`src/rtl/tetris_pkg.sv`:
```
// Button codes shared by the input controller, the command queue and the grid controller.
package tetris_pkg;

  localparam logic [3:0] BTN_NONE   = 4'd0;
  localparam logic [3:0] BTN_A      = 4'd1;
  localparam logic [3:0] BTN_B      = 4'd2;
  localparam logic [3:0] BTN_SELECT = 4'd3;
  localparam logic [3:0] BTN_START  = 4'd4;
  localparam logic [3:0] BTN_UP     = 4'd5;
  localparam logic [3:0] BTN_DOWN   = 4'd6;
  localparam logic [3:0] BTN_LEFT   = 4'd7;
  localparam logic [3:0] BTN_RIGHT  = 4'd8;

  typedef enum logic [1:0] {
    ST_IDLE   = 2'd0,
    ST_HELD   = 2'd1,
    ST_REPEAT = 2'd2
  } btn_state_e;

  function automatic logic is_repeat_code(input logic [3:0] code);
    case (code)
      BTN_DOWN, BTN_LEFT, BTN_RIGHT: is_repeat_code = 1'b1;
      default:                       is_repeat_code = 1'b0;
    endcase
  endfunction

  // Out-of-range codes are indistinguishable from "nothing pressed".
  function automatic logic [3:0] sanitize_code(input logic [3:0] code);
    case (code)
      BTN_NONE, BTN_A, BTN_B, BTN_SELECT, BTN_START,
      BTN_UP, BTN_DOWN, BTN_LEFT, BTN_RIGHT: sanitize_code = code;
      default:                               sanitize_code = BTN_NONE;
    endcase
  endfunction

endpackage

```
`src/rtl/cmd_fifo.sv`:
```
// Synchronous FIFO with extra-MSB pointers; a push into a full FIFO only
// succeeds when a pop frees a slot in the same cycle. Head reads 0 when empty.
module cmd_fifo #(
  parameter int WIDTH = 4,
  parameter int DEPTH = 4
) (
  input  logic             clk,
  input  logic             reset_n,
  input  logic             push,
  input  logic [WIDTH-1:0] push_data,
  input  logic             pop,
  output logic [WIDTH-1:0] head_data,
  output logic             full,
  output logic             empty
);
  localparam int AW = $clog2(DEPTH);
  localparam logic [AW:0] PTR_ONE = {{AW{1'b0}}, 1'b1};

  logic [AW:0]      wr_ptr_q, wr_ptr_d;
  logic [AW:0]      rd_ptr_q, rd_ptr_d;
  logic [WIDTH-1:0] mem_q [DEPTH];
  logic [WIDTH-1:0] mem_d [DEPTH];
  logic             do_push_s;
  logic             do_pop_s;

  // Status flags, pointer advance and storage update.
  always_comb begin
    empty     = (wr_ptr_q == rd_ptr_q);
    full      = (wr_ptr_q[AW] != rd_ptr_q[AW]) && (wr_ptr_q[AW-1:0] == rd_ptr_q[AW-1:0]);
    do_pop_s  = pop && !empty;
    do_push_s = push && (!full || do_pop_s);
    wr_ptr_d  = wr_ptr_q;
    rd_ptr_d  = rd_ptr_q;
    mem_d     = mem_q;
    if (do_push_s) begin
      wr_ptr_d                    = wr_ptr_q + PTR_ONE;
      mem_d[wr_ptr_q[AW-1:0]]     = push_data;
    end else begin
      wr_ptr_d = wr_ptr_q;
    end
    if (do_pop_s) begin
      rd_ptr_d = rd_ptr_q + PTR_ONE;
    end else begin
      rd_ptr_d = rd_ptr_q;
    end
    if (empty) begin
      head_data = {WIDTH{1'b0}};
    end else begin
      head_data = mem_q[rd_ptr_q[AW-1:0]];
    end
  end

  // Pointer and storage registers.
  always_ff @(posedge clk or negedge reset_n) begin
    if (!reset_n) begin
      wr_ptr_q <= {(AW + 1){1'b0}};
      rd_ptr_q <= {(AW + 1){1'b0}};
      for (int i = 0; i < DEPTH; i++) begin
        mem_q[i] <= {WIDTH{1'b0}};
      end
    end else begin
      wr_ptr_q <= wr_ptr_d;
      rd_ptr_q <= rd_ptr_d;
      mem_q    <= mem_d;
    end
  end

endmodule

```
`src/rtl/button_cmd_queue.sv`:
```
// Converts held controller button codes into one-shot move commands with
// release filtering and DAS/ARR auto-repeat, buffered in a small FIFO.
module button_cmd_queue
  import tetris_pkg::*;
#(
  parameter int RELEASE_CYCLES = 8192,
  parameter int DAS_CYCLES     = 13333333,
  parameter int ARR_CYCLES     = 2500000,
  parameter int FIFO_DEPTH     = 4
) (
  input  logic       clk,
  input  logic       reset_n,
  input  logic [3:0] button_code,
  input  logic       cmd_ready,
  output logic       cmd_valid,
  output logic [3:0] cmd_code,
  output logic       overflow,
  output logic [3:0] held_code
);
  localparam int TIMER_SPAN = (DAS_CYCLES > ARR_CYCLES) ? DAS_CYCLES : ARR_CYCLES;
  localparam int TW = $clog2(TIMER_SPAN + 1);
  localparam int RW = $clog2(RELEASE_CYCLES + 1);

  localparam logic [TW-1:0] DAS_LAST   = TW'(DAS_CYCLES - 1);
  localparam logic [TW-1:0] ARR_LAST   = TW'(ARR_CYCLES - 1);
  localparam logic [TW-1:0] TIMER_ZERO = {TW{1'b0}};
  localparam logic [TW-1:0] TIMER_ONE  = {{(TW - 1){1'b0}}, 1'b1};
  localparam logic [TW-1:0] TIMER_SAT  = {TW{1'b1}};
  localparam logic [RW-1:0] REL_LAST   = RW'(RELEASE_CYCLES - 1);
  localparam logic [RW-1:0] REL_ZERO   = {RW{1'b0}};
  localparam logic [RW-1:0] REL_ONE    = {{(RW - 1){1'b0}}, 1'b1};
  localparam logic [RW-1:0] REL_SAT    = {RW{1'b1}};

  btn_state_e    state_q, state_d;
  logic [3:0]    held_q, held_d;
  logic [TW-1:0] timer_q, timer_d;
  logic [RW-1:0] rel_q, rel_d;
  logic          overflow_q, overflow_d;
  logic [3:0]    code_s;
  logic          push_s;
  logic [3:0]    push_code_s;
  logic          fifo_full_s;
  logic          fifo_empty_s;

  // Press/release/repeat decisions; a new press wins over release, release over repeat.
  always_comb begin
    code_s      = sanitize_code(button_code);
    state_d     = state_q;
    held_d      = held_q;
    timer_d     = timer_q;
    rel_d       = rel_q;
    push_s      = 1'b0;
    push_code_s = BTN_NONE;

    if (code_s != BTN_NONE) begin
      rel_d = REL_ZERO;
    end else if ((held_q != BTN_NONE) && (rel_q != REL_SAT)) begin
      rel_d = rel_q + REL_ONE;
    end else begin
      rel_d = rel_q;
    end

    if ((code_s != BTN_NONE) && (code_s != held_q)) begin
      push_s      = 1'b1;
      push_code_s = code_s;
      held_d      = code_s;
      timer_d     = TIMER_ZERO;
      rel_d       = REL_ZERO;
      state_d     = ST_HELD;
    end else if ((held_q != BTN_NONE) && (code_s == BTN_NONE) && (rel_q == REL_LAST)) begin
      held_d  = BTN_NONE;
      timer_d = TIMER_ZERO;
      rel_d   = REL_ZERO;
      state_d = ST_IDLE;
    end else begin
      case (state_q)
        ST_IDLE: begin
          timer_d = TIMER_ZERO;
        end
        ST_HELD: begin
          if (!is_repeat_code(held_q)) begin
            timer_d = TIMER_ZERO;
          end else if (timer_q == DAS_LAST) begin
            push_s      = 1'b1;
            push_code_s = held_q;
            timer_d     = TIMER_ZERO;
            state_d     = ST_REPEAT;
          end else if (timer_q != TIMER_SAT) begin
            timer_d = timer_q + TIMER_ONE;
          end else begin
            timer_d = timer_q;
          end
        end
        ST_REPEAT: begin
          if (timer_q == ARR_LAST) begin
            push_s      = 1'b1;
            push_code_s = held_q;
            timer_d     = TIMER_ZERO;
          end else if (timer_q != TIMER_SAT) begin
            timer_d = timer_q + TIMER_ONE;
          end else begin
            timer_d = timer_q;
          end
        end
        default: begin
          state_d = ST_IDLE;
          held_d  = BTN_NONE;
          timer_d = TIMER_ZERO;
          rel_d   = REL_ZERO;
        end
      endcase
    end

    // A full FIFO frees a slot only when the consumer pops in the same cycle.
    overflow_d = push_s && fifo_full_s && !cmd_ready;
  end

  // State, timers and overflow pulse registers.
  always_ff @(posedge clk or negedge reset_n) begin
    if (!reset_n) begin
      state_q    <= ST_IDLE;
      held_q     <= BTN_NONE;
      timer_q    <= TIMER_ZERO;
      rel_q      <= REL_ZERO;
      overflow_q <= 1'b0;
    end else begin
      state_q    <= state_d;
      held_q     <= held_d;
      timer_q    <= timer_d;
      rel_q      <= rel_d;
      overflow_q <= overflow_d;
    end
  end

  cmd_fifo #(
    .WIDTH (4),
    .DEPTH (FIFO_DEPTH)
  ) u_cmd_fifo (
    .clk       (clk),
    .reset_n   (reset_n),
    .push      (push_s),
    .push_data (push_code_s),
    .pop       (cmd_ready),
    .head_data (cmd_code),
    .full      (fifo_full_s),
    .empty     (fifo_empty_s)
  );

  assign cmd_valid = !fifo_empty_s;
  assign overflow  = overflow_q;
  assign held_code = held_q;

endmodule

```
`config.mk`:
```
export PLATFORM = sky130hd
export DESIGN_NAME = button_cmd_queue
export DESIGN_NICKNAME = d
export VERILOG_FILES = /design/src/rtl/tetris_pkg.sv /design/src/rtl/cmd_fifo.sv /design/src/rtl/button_cmd_queue.sv
export SDC_FILE = /design/constraint.sdc
export NUM_CORES = 1
export LEC_CHECK = 0
export ABC_CLOCK_PERIOD_IN_PS = 6400
export CORE_ASPECT_RATIO = 1.2
export CORE_MARGIN = 3
export CORE_UTILIZATION = 55
export DETAILED_ROUTE_END_ITERATION = 8
export PLACE_DENSITY = 0.74
export SETUP_SLACK_MARGIN = 0.15
export SYNTH_ARGS = -nofsm -noshare
export SYNTH_HDL_FRONTEND = slang
export SYNTH_HIERARCHICAL = 1
export SYNTH_SLANG_ARGS = --single-unit
```
`constraint.sdc`:
```
create_clock -name clk -period 6.4 [get_ports clk]
set_input_delay 1.28 -clock clk [delete_from_list [all_inputs] [get_ports clk]]
set_output_delay 1.28 -clock clk [all_outputs]
set_load 0.02 [all_outputs]
```
==> results.cfg <==
[detailed_routing]
num_vias = 3161
viasPerCell = 6.26
routedWlPerCell_microns = 16.9
dr.pass1.iters = 5
post-route-drc-count = 0
drtIter0Drc = 248
routed_wl_mm = 8.55
detail-route-antenna-nets = 0

[worst_hold_path]
min_path_type = reg2reg
worstHoldEndpoint = rel_q[12]
hold_path_depth = 1
worstHoldStart = rel_q[12]

[yosys]
synth_edf_count = 0
synth.top_cell.area_share = 0.397
synth_area_per_cell_sq_um = 10.7
synth_ff_type = dfrtp_1
yosys_warnings = 6
syn_inst = 396
synthTopCellsByArea = dfrtp_1, xnor2_1, mux2_2
async_flop_share = 1.00
ys_ff_latch = 67
synth_top_area_cell = dfrtp_1
synth_most_common_cell = dfrtp_1
synth.net_count = 415
ys_top_cells_by_count = dfrtp_1, nor2_1, nand2_1
ys_seq_area_frac = 0.397
syn_area_sq_mm = 0.00423
ys_types = 70

[power_and_ir_drop]
clkPwrFrac = 0.266
switchingPower_w = 0.000512
swShare = 0.353
power_leakage_nw = 1.85
pwr-share-comb = 0.330
intPower_w = 0.000938
powerDensity_mw_per_mm2 = 314
peakVddDrop_mv = 0.322
power_frac_seq = 0.404

[clocking]
cts_htree_levels = 3
cts_root_buffer = clkbuf_8
cts_hold_buffers = 0
post_cts_resized = 0
cts_sinks = 67
cts_setup_buffers = 0
path_clk_slew_ns = 0.08
cts_tree = built
clk_path_buf_depth = 2
numCtsBuffers = 9
insertion_delay_ns = 0.35

[worst_setup_path]
crit_required_ns = 5.12
reg2reg_from = rel_q[0]
r2r_setup_slack_ns = 3.51
start_kind = register
cp_max_fo = 9
reg2reg_to = u_cmd_fifo/mem_q[11]
arrival_ns = 2.53
reg2regPathDepth = 9
crit_type = reg2out
endpoint_kind = output port

[floorplanning]
die_area_sq_mm = 0.00878
die_x_microns = 86.0
core_area_sq_mm = 0.00736
floorplan.initialDensity = 0.574
ios = 17
fp-row-count = 34
die_height_microns = 102

[global_route]
grt_pass1_wl_mm = 14.8
first_global_vias = 3082
grt_max_degree = 68
overflow = 0
track_usage = 0.211
antenna_found_initial = 0

[timing]
drv_slew = 0
fin_crit_sh = 0.595
skew_ns = 0.00659
final-setup-viol-count = 0
final_hold_viol_count = 0
worstMarginPinSlew_ns = 0.841
tns_ns = 0
rsz0062_at_grt = no
timing.slew.headroom = 0.435
finalCriticalPeriod_ns = 3.81
clock.fmax_mhz = 263

[place]
dpl-instance-area_sq_mm = 0.00441
gp_congestion = 0.806
dp_hpwl_mm = 5.85
port_buffers = 16

[finish]
antennaDiodeCount = 0
stdcell_area_sq_mm = 0.00462
layout.nets = 429
nFillCells = 589
areaGrowthSynthToFinish_pct = 9.38
drive_gt1_frac = 0.152

[flow_run]
maxCapViolations = 0

[outcome]
status = complete, no violations
worst max path at each step:
stage / endpoint / from / slack (ns)
6_report: cmd_code[1] / u_cmd_fifo/rd_ptr_q[0] / 2.59
5_1_grt: cmd_code[1] / u_cmd_fifo/rd_ptr_q[0] / 2.42
4_1_cts: cmd_code[1] / u_cmd_fifo/rd_ptr_q[0] / 2.57
3_5_place_dp: u_cmd_fifo/mem_q[0] / button_code[0] / 2.51
3_3_place_gp: u_cmd_fifo/mem_q[3] / button_code[0] / 2.61
2_1_floorplan: u_cmd_fifo/mem_q[0] / button_code[0] / 3.07
stage by stage:
step                hold slack, ns  cells  utilization  setup slack (ns)  power (W)
CTS                          0.503    505        0.628              2.57    0.00146
finish                       0.502    505        0.628              2.59    0.00145
global route                 0.511    505        0.628              2.42    0.00153
global placement             0.474    489        0.599              2.61    0.00106
detailed placement           0.485    489        0.599              2.51    0.00107
floorplan                    0.465    396            -              3.07   0.000943
final cells by class:
class                           count  area, sq um  share of cell area
Clock buffer                        9          124              0.0268
Clock inverter                      7         92.6              0.0200
Inverter                           17         63.8              0.0138
Multi-Input combinational cell    298         2390               0.517
Sequential cell                    67         1680               0.363
Tap cell                           90          113              0.0244
Timing Repair Buffer               17          163              0.0352
worst max-delay path: stages (launching register included):
cell and delay [ns]:
dfrtp_1 0.60, xor2_2 0.54, nor3_1 0.22, nor2b_1 0.17
clkdlybuf4s50_1 0.63
sequential cells by signal, summed over array words and instances, names as in the netlist:
signal,count
state_q,2
u_cmd_fifo/wr_ptr_q,3
held_code,4
overflow,1
u_cmd_fifo/rd_ptr_q,3
u_cmd_fifo/mem_q,16
rel_q,14
timer_q,24
power groups by stage:
stage	logic [W]	clock network [W]	registers, W
6_report	0.000479	0.000386	0.000585
5_1_grt	0.000525	0.000408	0.000598
4_1_cts	0.000484	0.000395	0.000586
3_5_place_dp	0.000478	0	0.000595
3_3_place_gp	0.000470	0	0.000590
2_1_floorplan	0.000377	0	0.000566
cell usage in the layout (no fill, tap or decap), types with 4 or more instances in the layout:
master	count
xnor2_1	26
and4_1	10
a2111o_1	8
nand4_1	8
clkdlybuf4s50_1	15
nor2_1	36
o2111ai_1	7
clkbuf_8	9
mux2_2	19
a211oi_1	6
inv_1	17
nor4_1	5
and2_1	5
ha_1	12
nor4b_1	4
nor2b_1	5
nand3_1	15
nor3_1	12
nand2_1	29
dfrtp_1	67
a21oi_1	12
xor2_1	5
cell families (layout without fill, tap and decap cells):
kind of cell             Yosys count  in the layout  share of synthesized area
AND/OR/NAND/NOR                  154            154                      0.214
AO/OA/AOI/OAI                     74             74                      0.163
flip-flops                        67             67                      0.397
XOR/XNOR                          33             33                     0.0746
buffers and inverters             31             50                     0.0376
multiplexers                      25             25                     0.0784
adder cells (fa/ha/maj)           12             12                     0.0355
routing by layer:
layer,global-route usage,vias to the layer above,routed length (microns),share of wire
li1,-,1506,-,-
met5,0,-,0,0
met3,0.0387,12,287,0.034
met4,0.0853,0,127,0.015
met1,0.286,1578,3950,0.46
met2,0.337,65,4180,0.49
Power figures use the tool's default switching activity.
